[src/rtl/memory_controller_dma_if.sv]
`default_nettype none
// ============================================================================
// Module      : memory_controller_dma_if
// Description : CPU, main RAM/cart, PPU and I/O bus bundle of the decoder.
// Revision    : 1.0 - initial release
// ============================================================================
interface memory_controller_dma_if;
    logic [15:0] A_cpu;
    logic [7:0]  Di_cpu;
    logic [7:0]  Do_cpu;
    logic        rd_cpu_n;
    logic        wr_cpu_n;

    logic [15:0] A;
    logic [7:0]  Do;
    logic [7:0]  Di;
    logic        rd_n;
    logic        wr_n;
    logic        cs_n;

    logic [15:0] A_ppu;
    logic [7:0]  Do_ppu;
    logic [7:0]  Di_ppu;
    logic        rd_ppu_n;
    logic        wr_ppu_n;
    logic        cs_ppu;

    logic [7:0]  Do_interrupt;
    logic [7:0]  Do_timer;
    logic [7:0]  Do_sound;
    logic [7:0]  Do_joypad;
    logic        cs_interrupt;
    logic        cs_timer;
    logic        cs_sound;
    logic        cs_joypad;

    logic        dma_active;

    modport master (
        input  A_cpu, Di_cpu, rd_cpu_n, wr_cpu_n, Di, Di_ppu,
               Do_interrupt, Do_timer, Do_sound, Do_joypad,
        output Do_cpu, A, Do, rd_n, wr_n, cs_n,
               A_ppu, Do_ppu, rd_ppu_n, wr_ppu_n, cs_ppu,
               cs_interrupt, cs_timer, cs_sound, cs_joypad, dma_active
    );

    modport slave (
        output A_cpu, Di_cpu, rd_cpu_n, wr_cpu_n, Di, Di_ppu,
               Do_interrupt, Do_timer, Do_sound, Do_joypad,
        input  Do_cpu, A, Do, rd_n, wr_n, cs_n,
               A_ppu, Do_ppu, rd_ppu_n, wr_ppu_n, cs_ppu,
               cs_interrupt, cs_timer, cs_sound, cs_joypad, dma_active
    );
endinterface
`default_nettype wire

[src/rtl/memory_controller_dma.sv]
`default_nettype none
// ============================================================================
// Module      : memory_controller_dma
// Description : Game Boy CPU address decoder / bus router with OAM DMA engine.
// Revision    : 1.0 - initial release
// ============================================================================
module memory_controller_dma #(
    parameter int                        BOOT_SIZE  = 256,
    parameter logic [8*BOOT_SIZE-1:0]    BOOT_IMAGE = '0,
    parameter int                        HRAM_DEPTH = 127,
    parameter int                        DMA_LEN    = 160,
    parameter int                        DMA_DELAY  = 1
) (
    input  logic                  clock,
    input  logic                  reset,
    memory_controller_dma_if.master bus
);
    localparam int          c_BOOT_AW  = $clog2(BOOT_SIZE);
    localparam logic [15:0] c_HRAM_END = 16'(32'hFF80 + HRAM_DEPTH);

    typedef enum logic [1:0] {
        S_IDLE  = 2'd0,
        S_DELAY = 2'd1,
        S_READ  = 2'd2,
        S_WRITE = 2'd3
    } state_t;

    state_t          state_q, state_d;
    logic [7:0]      dma_reg_q, dma_reg_d;
    logic [7:0]      latch_q, latch_d;
    logic [8:0]      cnt_q, cnt_d;
    logic [15:0]     dly_q, dly_d;
    logic            boot_en_q, boot_en_d;
    logic            dma_active_q;
    logic [7:0]      hram_q [HRAM_DEPTH];

    logic [15:0]          w_a;
    logic                 w_cpu_wr;
    logic                 w_lock;
    logic                 w_sel_boot, w_sel_hram, w_sel_ff46, w_sel_ff50;
    logic                 w_sel_ppu, w_sel_main;
    logic                 w_sel_int, w_sel_timer, w_sel_sound, w_sel_joy;
    logic [c_BOOT_AW-1:0] w_boot_idx;
    logic [7:0]           w_boot_byte;
    logic [6:0]           w_hram_idx;
    logic [7:0]           w_src_page;
    logic [15:0]          w_src_addr;
    logic                 w_src_vram;
    logic [15:0]          w_oam_addr;

    assign w_a      = bus.A_cpu;
    assign w_cpu_wr = !bus.wr_cpu_n;
    assign w_lock   = dma_active_q;

    assign w_sel_boot  = boot_en_q && (w_a < 16'(BOOT_SIZE));
    assign w_sel_hram  = (w_a >= 16'hFF80) && (w_a < c_HRAM_END);
    assign w_sel_ff46  = (w_a == 16'hFF46);
    assign w_sel_ff50  = (w_a == 16'hFF50);
    assign w_sel_ppu   = (w_a >= 16'h8000 && w_a <= 16'h9FFF)
                      || (w_a >= 16'hFE00 && w_a <= 16'hFE9F)
                      || (w_a >= 16'hFF40 && w_a <= 16'hFF4B && !w_sel_ff46);
    assign w_sel_main  = (w_a < 16'hFE00) && !w_sel_ppu && !w_sel_boot;
    assign w_sel_int   = (w_a == 16'hFF0F) || (w_a == 16'hFFFF);
    assign w_sel_timer = (w_a >= 16'hFF04) && (w_a <= 16'hFF07);
    assign w_sel_sound = (w_a >= 16'hFF10) && (w_a <= 16'hFF3F);
    assign w_sel_joy   = (w_a == 16'hFF00);

    assign w_boot_idx  = w_a[c_BOOT_AW-1:0];
    assign w_boot_byte = BOOT_IMAGE[{w_boot_idx, 3'b000} +: 8];
    assign w_hram_idx  = w_a[6:0];

    // Pages E0..FF alias the work RAM at C0..DF (echo region).
    assign w_src_page = (dma_reg_q >= 8'hE0) ? (dma_reg_q - 8'h20) : dma_reg_q;
    assign w_src_addr = {w_src_page, 8'h00} + {7'd0, cnt_q};
    assign w_src_vram = (w_src_page[7:5] == 3'b100);
    assign w_oam_addr = 16'hFE00 + {7'd0, cnt_q};

    always_comb begin
        state_d   = state_q;
        dma_reg_d = dma_reg_q;
        cnt_d     = cnt_q;
        dly_d     = dly_q;
        latch_d   = latch_q;
        boot_en_d = boot_en_q;
        unique case (state_q)
            S_IDLE: begin
            end
            S_DELAY: begin
                if (dly_q == 16'(DMA_DELAY - 1)) state_d = S_READ;
                else                              dly_d   = dly_q + 16'd1;
            end
            S_READ: begin
                latch_d = w_src_vram ? bus.Di_ppu : bus.Di;
                state_d = S_WRITE;
            end
            S_WRITE: begin
                cnt_d   = cnt_q + 9'd1;
                state_d = (cnt_q == 9'(DMA_LEN - 1)) ? S_IDLE : S_READ;
            end
            default: state_d = S_IDLE;
        endcase
        if (w_cpu_wr && w_sel_ff50 && bus.Di_cpu[0]) boot_en_d = 1'b0;
        // A new FF46 write always wins, restarting any transfer in flight.
        if (w_cpu_wr && w_sel_ff46) begin
            dma_reg_d = bus.Di_cpu;
            cnt_d     = '0;
            dly_d     = '0;
            state_d   = (DMA_DELAY == 0) ? S_READ : S_DELAY;
        end
    end

    always_ff @(posedge clock or posedge reset) begin
        if (reset) begin
            state_q      <= S_IDLE;
            dma_reg_q    <= 8'h00;
            latch_q      <= 8'h00;
            cnt_q        <= '0;
            dly_q        <= '0;
            boot_en_q    <= 1'b1;
            dma_active_q <= 1'b0;
        end else begin
            state_q      <= state_d;
            dma_reg_q    <= dma_reg_d;
            latch_q      <= latch_d;
            cnt_q        <= cnt_d;
            dly_q        <= dly_d;
            boot_en_q    <= boot_en_d;
            dma_active_q <= (state_d != S_IDLE);
        end
    end

    always_ff @(posedge clock) begin
        if (w_cpu_wr && w_sel_hram) hram_q[w_hram_idx] <= bus.Di_cpu;
    end

    always_comb begin
        bus.A            = w_a;
        bus.Do           = bus.Di_cpu;
        bus.rd_n         = 1'b1;
        bus.wr_n         = 1'b1;
        bus.cs_n         = 1'b1;
        bus.A_ppu        = w_a;
        bus.Do_ppu       = bus.Di_cpu;
        bus.rd_ppu_n     = 1'b1;
        bus.wr_ppu_n     = 1'b1;
        bus.cs_ppu       = 1'b0;
        bus.cs_interrupt = w_sel_int   && !w_lock;
        bus.cs_timer     = w_sel_timer && !w_lock;
        bus.cs_sound     = w_sel_sound && !w_lock;
        bus.cs_joypad    = w_sel_joy   && !w_lock;
        bus.dma_active   = dma_active_q;
        if (!w_lock) begin
            bus.cs_n     = !w_sel_main;
            bus.rd_n     = bus.rd_cpu_n || !w_sel_main;
            bus.wr_n     = bus.wr_cpu_n || !w_sel_main;
            bus.cs_ppu   = w_sel_ppu;
            bus.rd_ppu_n = bus.rd_cpu_n || !w_sel_ppu;
            bus.wr_ppu_n = bus.wr_cpu_n || !w_sel_ppu;
        end else begin
            bus.A      = w_src_addr;
            bus.A_ppu  = w_oam_addr;
            bus.Do_ppu = latch_q;
            if (state_q == S_READ) begin
                if (w_src_vram) begin
                    bus.A_ppu    = w_src_addr;
                    bus.rd_ppu_n = 1'b0;
                    bus.cs_ppu   = 1'b1;
                end else begin
                    bus.rd_n = 1'b0;
                    bus.cs_n = 1'b0;
                end
            end
            if (state_q == S_WRITE) begin
                bus.wr_ppu_n = 1'b0;
                bus.cs_ppu   = 1'b1;
            end
        end
    end

    // HRAM, FF46 and FF50 stay reachable while the bus is locked by DMA.
    always_comb begin
        bus.Do_cpu = 8'hFF;
        if (w_sel_boot && !w_lock)  bus.Do_cpu = w_boot_byte;
        else if (w_sel_hram)        bus.Do_cpu = hram_q[w_hram_idx];
        else if (w_sel_ff46)        bus.Do_cpu = dma_reg_q;
        else if (w_sel_ff50)        bus.Do_cpu = {7'h7F, ~boot_en_q};
        else if (!w_lock) begin
            if (w_sel_int)             bus.Do_cpu = bus.Do_interrupt;
            else if (w_sel_timer)      bus.Do_cpu = bus.Do_timer;
            else if (w_sel_sound)      bus.Do_cpu = bus.Do_sound;
            else if (w_sel_joy)        bus.Do_cpu = bus.Do_joypad;
            else if (w_sel_ppu)        bus.Do_cpu = bus.Di_ppu;
            else if (w_a < 16'hFE00)   bus.Do_cpu = bus.Di;
        end
    end
endmodule
`default_nettype wire
[src/flat_wrapper.sv]
// flat-port wrapper written by rule: the top's interface ports become plain ports
module memory_controller_dma_flat 
#(
    parameter int                        BOOT_SIZE  = 256,
    parameter logic [8*BOOT_SIZE-1:0]    BOOT_IMAGE = '0,
    parameter int                        HRAM_DEPTH = 127,
    parameter int                        DMA_LEN    = 160,
    parameter int                        DMA_DELAY  = 1
)
  (clock, reset, bus_A_cpu, bus_Di_cpu, bus_rd_cpu_n, bus_wr_cpu_n, bus_Di, bus_Di_ppu, bus_Do_interrupt, bus_Do_timer, bus_Do_sound, bus_Do_joypad, bus_Do_cpu, bus_A, bus_Do, bus_rd_n, bus_wr_n, bus_cs_n, bus_A_ppu, bus_Do_ppu, bus_rd_ppu_n, bus_wr_ppu_n, bus_cs_ppu, bus_cs_interrupt, bus_cs_timer, bus_cs_sound, bus_cs_joypad, bus_dma_active);
  memory_controller_dma_if bus_i ();
  input  logic clock;
  input  logic reset;
  input wire logic [$bits(bus_i.A_cpu)-1:0] bus_A_cpu;
  input wire logic [$bits(bus_i.Di_cpu)-1:0] bus_Di_cpu;
  input wire logic [$bits(bus_i.rd_cpu_n)-1:0] bus_rd_cpu_n;
  input wire logic [$bits(bus_i.wr_cpu_n)-1:0] bus_wr_cpu_n;
  input wire logic [$bits(bus_i.Di)-1:0] bus_Di;
  input wire logic [$bits(bus_i.Di_ppu)-1:0] bus_Di_ppu;
  input wire logic [$bits(bus_i.Do_interrupt)-1:0] bus_Do_interrupt;
  input wire logic [$bits(bus_i.Do_timer)-1:0] bus_Do_timer;
  input wire logic [$bits(bus_i.Do_sound)-1:0] bus_Do_sound;
  input wire logic [$bits(bus_i.Do_joypad)-1:0] bus_Do_joypad;
  output wire logic [$bits(bus_i.Do_cpu)-1:0] bus_Do_cpu;
  output wire logic [$bits(bus_i.A)-1:0] bus_A;
  output wire logic [$bits(bus_i.Do)-1:0] bus_Do;
  output wire logic [$bits(bus_i.rd_n)-1:0] bus_rd_n;
  output wire logic [$bits(bus_i.wr_n)-1:0] bus_wr_n;
  output wire logic [$bits(bus_i.cs_n)-1:0] bus_cs_n;
  output wire logic [$bits(bus_i.A_ppu)-1:0] bus_A_ppu;
  output wire logic [$bits(bus_i.Do_ppu)-1:0] bus_Do_ppu;
  output wire logic [$bits(bus_i.rd_ppu_n)-1:0] bus_rd_ppu_n;
  output wire logic [$bits(bus_i.wr_ppu_n)-1:0] bus_wr_ppu_n;
  output wire logic [$bits(bus_i.cs_ppu)-1:0] bus_cs_ppu;
  output wire logic [$bits(bus_i.cs_interrupt)-1:0] bus_cs_interrupt;
  output wire logic [$bits(bus_i.cs_timer)-1:0] bus_cs_timer;
  output wire logic [$bits(bus_i.cs_sound)-1:0] bus_cs_sound;
  output wire logic [$bits(bus_i.cs_joypad)-1:0] bus_cs_joypad;
  output wire logic [$bits(bus_i.dma_active)-1:0] bus_dma_active;
  assign bus_i.A_cpu = bus_A_cpu;
  assign bus_i.Di_cpu = bus_Di_cpu;
  assign bus_i.rd_cpu_n = bus_rd_cpu_n;
  assign bus_i.wr_cpu_n = bus_wr_cpu_n;
  assign bus_i.Di = bus_Di;
  assign bus_i.Di_ppu = bus_Di_ppu;
  assign bus_i.Do_interrupt = bus_Do_interrupt;
  assign bus_i.Do_timer = bus_Do_timer;
  assign bus_i.Do_sound = bus_Do_sound;
  assign bus_i.Do_joypad = bus_Do_joypad;
  assign bus_Do_cpu = bus_i.Do_cpu;
  assign bus_A = bus_i.A;
  assign bus_Do = bus_i.Do;
  assign bus_rd_n = bus_i.rd_n;
  assign bus_wr_n = bus_i.wr_n;
  assign bus_cs_n = bus_i.cs_n;
  assign bus_A_ppu = bus_i.A_ppu;
  assign bus_Do_ppu = bus_i.Do_ppu;
  assign bus_rd_ppu_n = bus_i.rd_ppu_n;
  assign bus_wr_ppu_n = bus_i.wr_ppu_n;
  assign bus_cs_ppu = bus_i.cs_ppu;
  assign bus_cs_interrupt = bus_i.cs_interrupt;
  assign bus_cs_timer = bus_i.cs_timer;
  assign bus_cs_sound = bus_i.cs_sound;
  assign bus_cs_joypad = bus_i.cs_joypad;
  assign bus_dma_active = bus_i.dma_active;
  memory_controller_dma #(.BOOT_SIZE(BOOT_SIZE), .BOOT_IMAGE(BOOT_IMAGE), .HRAM_DEPTH(HRAM_DEPTH), .DMA_LEN(DMA_LEN), .DMA_DELAY(DMA_DELAY)) u_core (.clock(clock), .reset(reset), .bus(bus_i));
endmodule
[config.mk]
export PLATFORM = sky130hd
export DESIGN_NAME = memory_controller_dma_flat
export DESIGN_NICKNAME = d
export VERILOG_FILES = /design/src/rtl/memory_controller_dma_if.sv /design/src/rtl/memory_controller_dma.sv /design/src/flat_wrapper.sv
export SDC_FILE = /design/constraint.sdc
export NUM_CORES = 1
export LEC_CHECK = 0
export ABC_AREA = 1
export CAP_MARGIN = 20
export CORE_MARGIN = 2
export CORE_UTILIZATION = 35
export CTS_CLUSTER_DIAMETER = 200
export DETAILED_ROUTE_END_ITERATION = 7
export PLACE_DENSITY = 0.53
export SLEW_MARGIN = 40
export SYNTH_ARGS = -nofsm -noshare
export SYNTH_HDL_FRONTEND = slang
export SYNTH_SLANG_ARGS = --single-unit
[constraint.sdc]
create_clock -name clock -period 3 [get_ports clock]
set_input_delay 0.6 -clock clock [delete_from_list [all_inputs] [get_ports clock]]
set_output_delay 0.6 -clock clock [all_outputs]
set_load 0.02 [all_outputs]
---- Word level (Yosys, flattened, before mapping) ----
Memories as Yosys holds them, arrays and structs flattened.
Index checks and enable logic that the tools add are counted.
W data, S select, Z words.
word-level totals
  memory bits (read-only) ................. 0
  memories ................................ 1
  output and inout port bits .............. 67
  memory bits (writable) .................. 1016
  bits in latches ......................... 0
  register bits after elaboration ......... 45
memories
  name           depth  width  read ports  clocked after Yosys merged registers in  write ports  RTL line                     text
  u_core.hram_q  127    8      1           0                                        1            memory_controller_dma.sv:35  logic [7:0] hram_q [HRAM_DEPTH];
cells by class
  reductions and logical operators ........ 37
  order comparisons ....................... 15
  div/mod/pow operators ................... 0
  bitwise gates (word level) .............. 1
  equal/unequal tests ..................... 11
  shift-type cells ........................ 1
  $add $sub $neg .......................... 5
  multipliers ............................. 0
  muxes and demuxes ....................... 42
operator list
  operator                      count
  $shiftx A2048 B12 Y8 const A  1
  $mux W16                      7
  $mux W8                       14
  $ge A16 B16 Y1 const B        6
  $eq A16 B16 Y1 const B        5
  $le A16 B16 Y1 const B        5
  $lt A16 B16 Y1 const B        2
  $logic_and A1 B1 Y1           19
  $mux W9                       2
  $add A16 B1 Y16 const B       1
  $add A16 B9 Y16               1
  $logic_not A16 Y1             1
  $lt A16 B9 Y1 const B         1
  $mux W1                       15
  $add A10 B10 Y11 const A      1
  $add A9 B1 Y9 const B         1
  $eq A9 B8 Y1 const B          1
  $ge A8 B8 Y1 const B          1
  $sub A8 B6 Y8 const B         1
  $logic_or A1 B1 Y1            7
  $logic_not A1 Y1              6
  $mux W2                       3
  $pmux W2 S3                   1
  $reduce_bool A2 Y1            3
  6 further kinds               7

---- Depth between registers and ports, before layout ----
  depth in word-level cells ............... 14
  mapped depth ............................ 18
  mapped depth without buffers ............ 16

---- Worst setup path before layout ----
OpenSTA, ideal clock, no wires.
  kind .................................... input -> output
  start ................................... input port bus_A_cpu[2]
  end ..................................... output port bus_Do_cpu[6]
  path slack .............................. 0.246 ns
  required time ........................... 2.400 ns
  arrival ................................. 2.154 ns
  cell stages on the path ................. 15
  path through ............................ buf_4 > inv_2 > nand2_1 > nor2_2 > buf_2 > nand2_1 > nand2_1 > nor2_1 > nand2_1 > nand2_1 > nand2_1 > nand2_1 > nand3_1 > o21ai_1 > nor2_1
on the way
  cells in the longest elaborated chain, start to end .. 14
  elaborated cells between the ends (all ways) .. 45
  those cells by class .................... order compare: 14; eq/ne: 5; shift: 1; mux: 11; reduce/logical: 13; memory: 1
RTL lines
  item                                                              RTL line                                                  text
  from (decl)                                                       flat_wrapper.sv:14                                        input wire logic [$bits(bus_i.A_cpu)-1:0] bus_A_cpu;
  $ge A16 B16 Y1, or another cell as far along                      memory_controller_dma.sv:59                               assign w_sel_ppu = (w_a >= 16'h8000 && w_a <= 16'h9FFF)
  $logic_and A1 B1 Y1, or another cell as far along                 memory_controller_dma.sv:59
  $logic_or A1 B1 Y1 / $logic_and A1 B1 Y1 (equally long branches)  memory_controller_dma.sv:60, memory_controller_dma.sv:61
  $logic_or A1 B1 Y1                                                memory_controller_dma.sv:61                               || (w_a >= 16'hFF40 && w_a <= 16'hFF4B && !w_sel_ff46);
  $mux W8                                                           memory_controller_dma.sv:192                              else if (w_sel_ppu) bus.Do_cpu = bus.Di_ppu;
  $mux W8                                                           memory_controller_dma.sv:191                              else if (w_sel_joy) bus.Do_cpu = bus.Do_joypad;
  $mux W8                                                           memory_controller_dma.sv:190                              else if (w_sel_sound) bus.Do_cpu = bus.Do_sound;
  $mux W8                                                           memory_controller_dma.sv:189                              else if (w_sel_timer) bus.Do_cpu = bus.Do_timer;
  $mux W8                                                           memory_controller_dma.sv:188                              if (w_sel_int) bus.Do_cpu = bus.Do_interrupt;
  $mux W8                                                           memory_controller_dma.sv:187                              else if (!w_lock) begin
  $mux W8                                                           memory_controller_dma.sv:186                              else if (w_sel_ff50) bus.Do_cpu = {7'h7F, ~boot_en_q};
  $mux W8                                                           memory_controller_dma.sv:185                              else if (w_sel_ff46) bus.Do_cpu = dma_reg_q;
  $mux W8                                                           memory_controller_dma.sv:184                              else if (w_sel_hram) bus.Do_cpu = hram_q[w_hram_idx];
  $mux W8 (*)                                                       memory_controller_dma.sv:183                              if (w_sel_boot && !w_lock) bus.Do_cpu = w_boot_byte;
  to (decl)                                                         flat_wrapper.sv:24                                        output wire logic [$bits(bus_i.Do_cpu)-1:0] bus_Do_cpu;
Mark *: on every way between the ends. The rest lies on a longest branch, timed or not.

---- Worst setup path after layout ----
  start ................................... input port bus_A_cpu[0]
  end ..................................... output port bus_Do_cpu[0]
The elaborated chain is that of the path after synthesis.

==> flow_summary.toml <==
[clock_tree]
cts.sinks = 1061
clk_latency_ns = 0.71
cts-buffers-inserted = 115
cts-root-buf = "clkbuf_16"
path_clk_slew_ns = 0.06
cts_tree = "done"
holdBufCountCts = 0
htreeDepth = 3
cts.path.max_buffers = 3

[finish]
drive_gt1_frac = 0.225
nets = 5224
syn2layout_area_growth_pct = 31.7
nFillCells = 12036

[timing]
fmax_ghz = 0.300
finClkSkew_ns = 0.00444
report.final.slew_viol_count = 0
rsz0062_at_grt = "yes"
setup_viol = 8
worst_pin_slew_ns = 0.713
layout_setup_ws_ns = -0.329
relSlewSlack = 0.524
holdWs_ns = 0.198
min_period_ns = 3.33
finalCritPeriodShare = 1.11
setup-tns-final_ns = -2.25
hold_viol_final = 0

[critical_path]
startpoint = "bus_A_cpu[0]"
critical_path.reg2reg.startpoint = "u_core.dly_q[9]"
end_kind = "primary output"
crit_end = "bus_Do_cpu[0]"
arrival_ns = 2.73
r2r_cells = 10
reg2reg_slack_ns = 0.96
path_class = "in -> out"
cp-start-kind = "input port"
r2r_end = "u_core.dly_q[7]"
crit_path_max_fanout = 9
worstPathRequired_ns = 2.40

[routing]
dr.pass1.iters = 6
drcViolationCount = 0
wl_um = 159000
wire_per_inst_um = 22.7
num_vias = 34818
drt-initial-drc-count = 3722
vias_per_cell = 4.98
antenna_left = 0

[placement]
port_buffers = 142
finalWeightedCongestion = 0.895
place_hpwl_um = 104000

[yosys]
synth.avg_cell_area_um2 = 10.4
synth.distinct_cells = 42
postSynthCellCount = 4404
synth_nets = 4486
syn_area_mm2 = 0.0456
synth-seq-area-share = 0.694
ys_warn_count = 0
ys_seq_elements = 1061

[run_status]
violations = "negative setup slack"
status = "finished, violations left"

[pwr]
swShare = 0.232
switchingPower_mw = 7.69
pwr-share-clk = 0.426
p_leak_nw = 24.4
power_density_mw_per_mm2 = 551
ir_worst_vdd_uv = 452
power_frac_seq = 0.492
p_int_mw = 25.4
power.share.combinational = 0.082

[global_route]
grt_usage = 0.235
antenna_found_initial = 6
grt_pass1_wl_um = 228000
grt_start_max_net_pins = 129
grt_pass1_vias = 33090
grt_overflow = 0

[floorplanning]
core-area_mm2 = 0.129
ioPinCount = 143
fp.dieH_um = 365
initial_utilization = 0.352
die_area_mm2 = 0.133
fp-row-count = 132
dieWidth_um = 365

[run]
maxCapViolCount = 0

[worst_hold_path]
min_path_type = "in -> async"
[final cells by class]
cell class	instances	area [um^2]	area share
Timing Repair inverter	2	31.3	0.000521
Clock inverter	79	757	0.0126
Clock buffer	138	2960	0.0494
Multi-Input combinational cell	2817	12800	0.213
Antenna cell	2	5.00	0.0000833
Sequential cell	1061	31600	0.527
Inverter	328	1290	0.0214
Timing Repair Buffer	817	8410	0.140
Tap cell	1742	2180	0.0363
[Yosys cell counts (all sizes together)]
| cell type | number | area, um^2 |
|---|---|---|
| a211oi | 1 | 7.51 |
| a21boi | 1 | 7.51 |
| a21oi | 21 | 109 |
| a31oi | 2 | 12.5 |
| and3 | 3 | 18.8 |
| buf | 136 | 757 |
| clkbuf | 63 | 236 |
| clkinv | 5 | 20.0 |
| dfrtp | 44 | 1100 |
| dfstp | 1 | 26.3 |
| edfxtp | 1016 | 30500 |
| ha | 6 | 75.1 |
| inv | 323 | 1210 |
| nand2 | 1380 | 5250 |
| nand3 | 133 | 666 |
| nand3b | 24 | 180 |
| nand4 | 31 | 194 |
| nor2 | 789 | 3000 |
| nor3 | 19 | 95.1 |
| nor3b | 1 | 7.51 |
| nor4 | 5 | 31.3 |
| o211ai | 3 | 22.5 |
| o21a | 1 | 7.51 |
| o21ai | 350 | 1760 |
| o21bai | 5 | 37.5 |
| o22ai | 20 | 125 |
| or2 | 16 | 100 |
| xnor2 | 1 | 8.76 |
| xor2 | 4 | 35.0 |
[cells in the final DEF, fill, tap and decap left out, drive strengths merged, types with 2 or more instances in the layout]
| master | count |
|---|---|
| o21ai | 350 |
| buf | 699 |
| diode | 2 |
| clkinv | 63 |
| and3 | 3 |
| nor2 | 789 |
| nor3 | 19 |
| clkbuf | 144 |
| ha | 6 |
| o211ai | 3 |
| a31oi | 2 |
| dfrtp | 44 |
| o22ai | 20 |
| o21bai | 5 |
| nand2 | 1381 |
| a21oi | 21 |
| clkinvlp | 7 |
| nand4 | 31 |
| nor4 | 5 |
| inv | 326 |
| dlygate4sd2 | 14 |
| or2 | 16 |
| clkdlybuf4s50 | 76 |
| edfxtp | 1016 |
| nand3 | 133 |
| nand3b | 24 |
| xor2 | 4 |
| bufbuf | 8 |
| bufinv | 13 |
| dlymetal6s2s | 13 |
[per-stage QoR]
| step | setup slack (ns) | total power, mW | area (um^2) | instances | utilization |
|---|---|---|---|---|---|
| global placement | -1.31 | 18.9 | 53700 | 6664 | 0.414 |
| floorplan | 0.246 | 17.5 | 45600 | 4404 | - |
| global route | -0.384 | 34.0 | 60100 | 6985 | 0.464 |
| CTS | -0.356 | 33.2 | 59500 | 6969 | 0.460 |
| detailed placement | -1.29 | 18.9 | 53700 | 6664 | 0.414 |
| finish | -0.329 | 33.1 | 60100 | 6986 | 0.464 |
[metal layers]
metal  vias to the layer above  global-route usage  routed length (um)
li1                      16090                   -                   -
met1                     17102               0.329               69000
met2                      1351               0.376               72900
met3                       273              0.0323               11100
met4                         2              0.0785                5590
met5                         -                   0                  18
[worst min-delay path by stage]
| stage | to | cells past startpoint | start | slack (ns) |
|---|---|---|---|---|
| after floorplan | u_core.boot_en_q | 2 | u_core.boot_en_q | 0.45 |
| after global placement | u_core.latch_q[1] | 2 | u_core.latch_q[1] | 0.48 |
| after detailed placement | u_core.latch_q[3] | 2 | u_core.latch_q[3] | 0.48 |
| after CTS | u_core.latch_q[1] | 2 | reset | 0.16 |
| after global routing | u_core.latch_q[1] | 2 | reset | 0.20 |
| final | u_core.latch_q[0] | 2 | reset | 0.20 |
[power groups by stage]
stage	Clock, mW	Sequential (mW)	Combinational, mW
floorplan	0	16.6	0.894
global placement	0	16.6	2.31
detailed placement	0	16.6	2.31
CTS	14.3	16.3	2.65
global route	14.9	16.3	2.88
finish	14.1	16.3	2.71
[critical path: stages]
cell and delay [ns]:
buf_16 0.15, inv_16 0.12, nor2_4 0.06, buf_4 0.17
buf_6 0.17, nand2_1 0.07, nand2_1 0.05, nor2_1 0.15
nand2_1 0.11, nand2_2 0.09, nand2_1 0.06, nor2_1 0.11
nand2_1 0.11, nor2_4 0.16, nand2_2 0.10, nand2_2 0.10
nand2_1 0.06, nor2_1 0.10, buf_4 0.16
[timing repair]
item | in CTS | in global routing
setup endpoints to repair | 37 | 43
gates resized for setup | 488 | 127
setup buffers | 76 | 15
pin swaps | 122 | 67
gates cloned | 21 | 3
[registers in the layout, indices dropped and copies added (netlist names)]
signal / cells
u_core.hram_q: 1016
u_core.cnt_q: 9
u_core.state_q: 2
u_core.dly_q: 16
u_core.boot_en_q: 1
u_core.bus.dma_active: 1
u_core.latch_q: 8
u_core.dma_reg_q: 8
[cell families after synthesis]
family,share of synthesized area
XOR/XNOR,0.000960
AO/OA/AOI/OAI,0.0457
adder cells (fa/ha/maj),0.00165
flip-flops,0.694
AND/OR/NAND/NOR,0.209
buffers and inverters,0.0488
No activity file was read; power rests on OpenSTA's default activity.
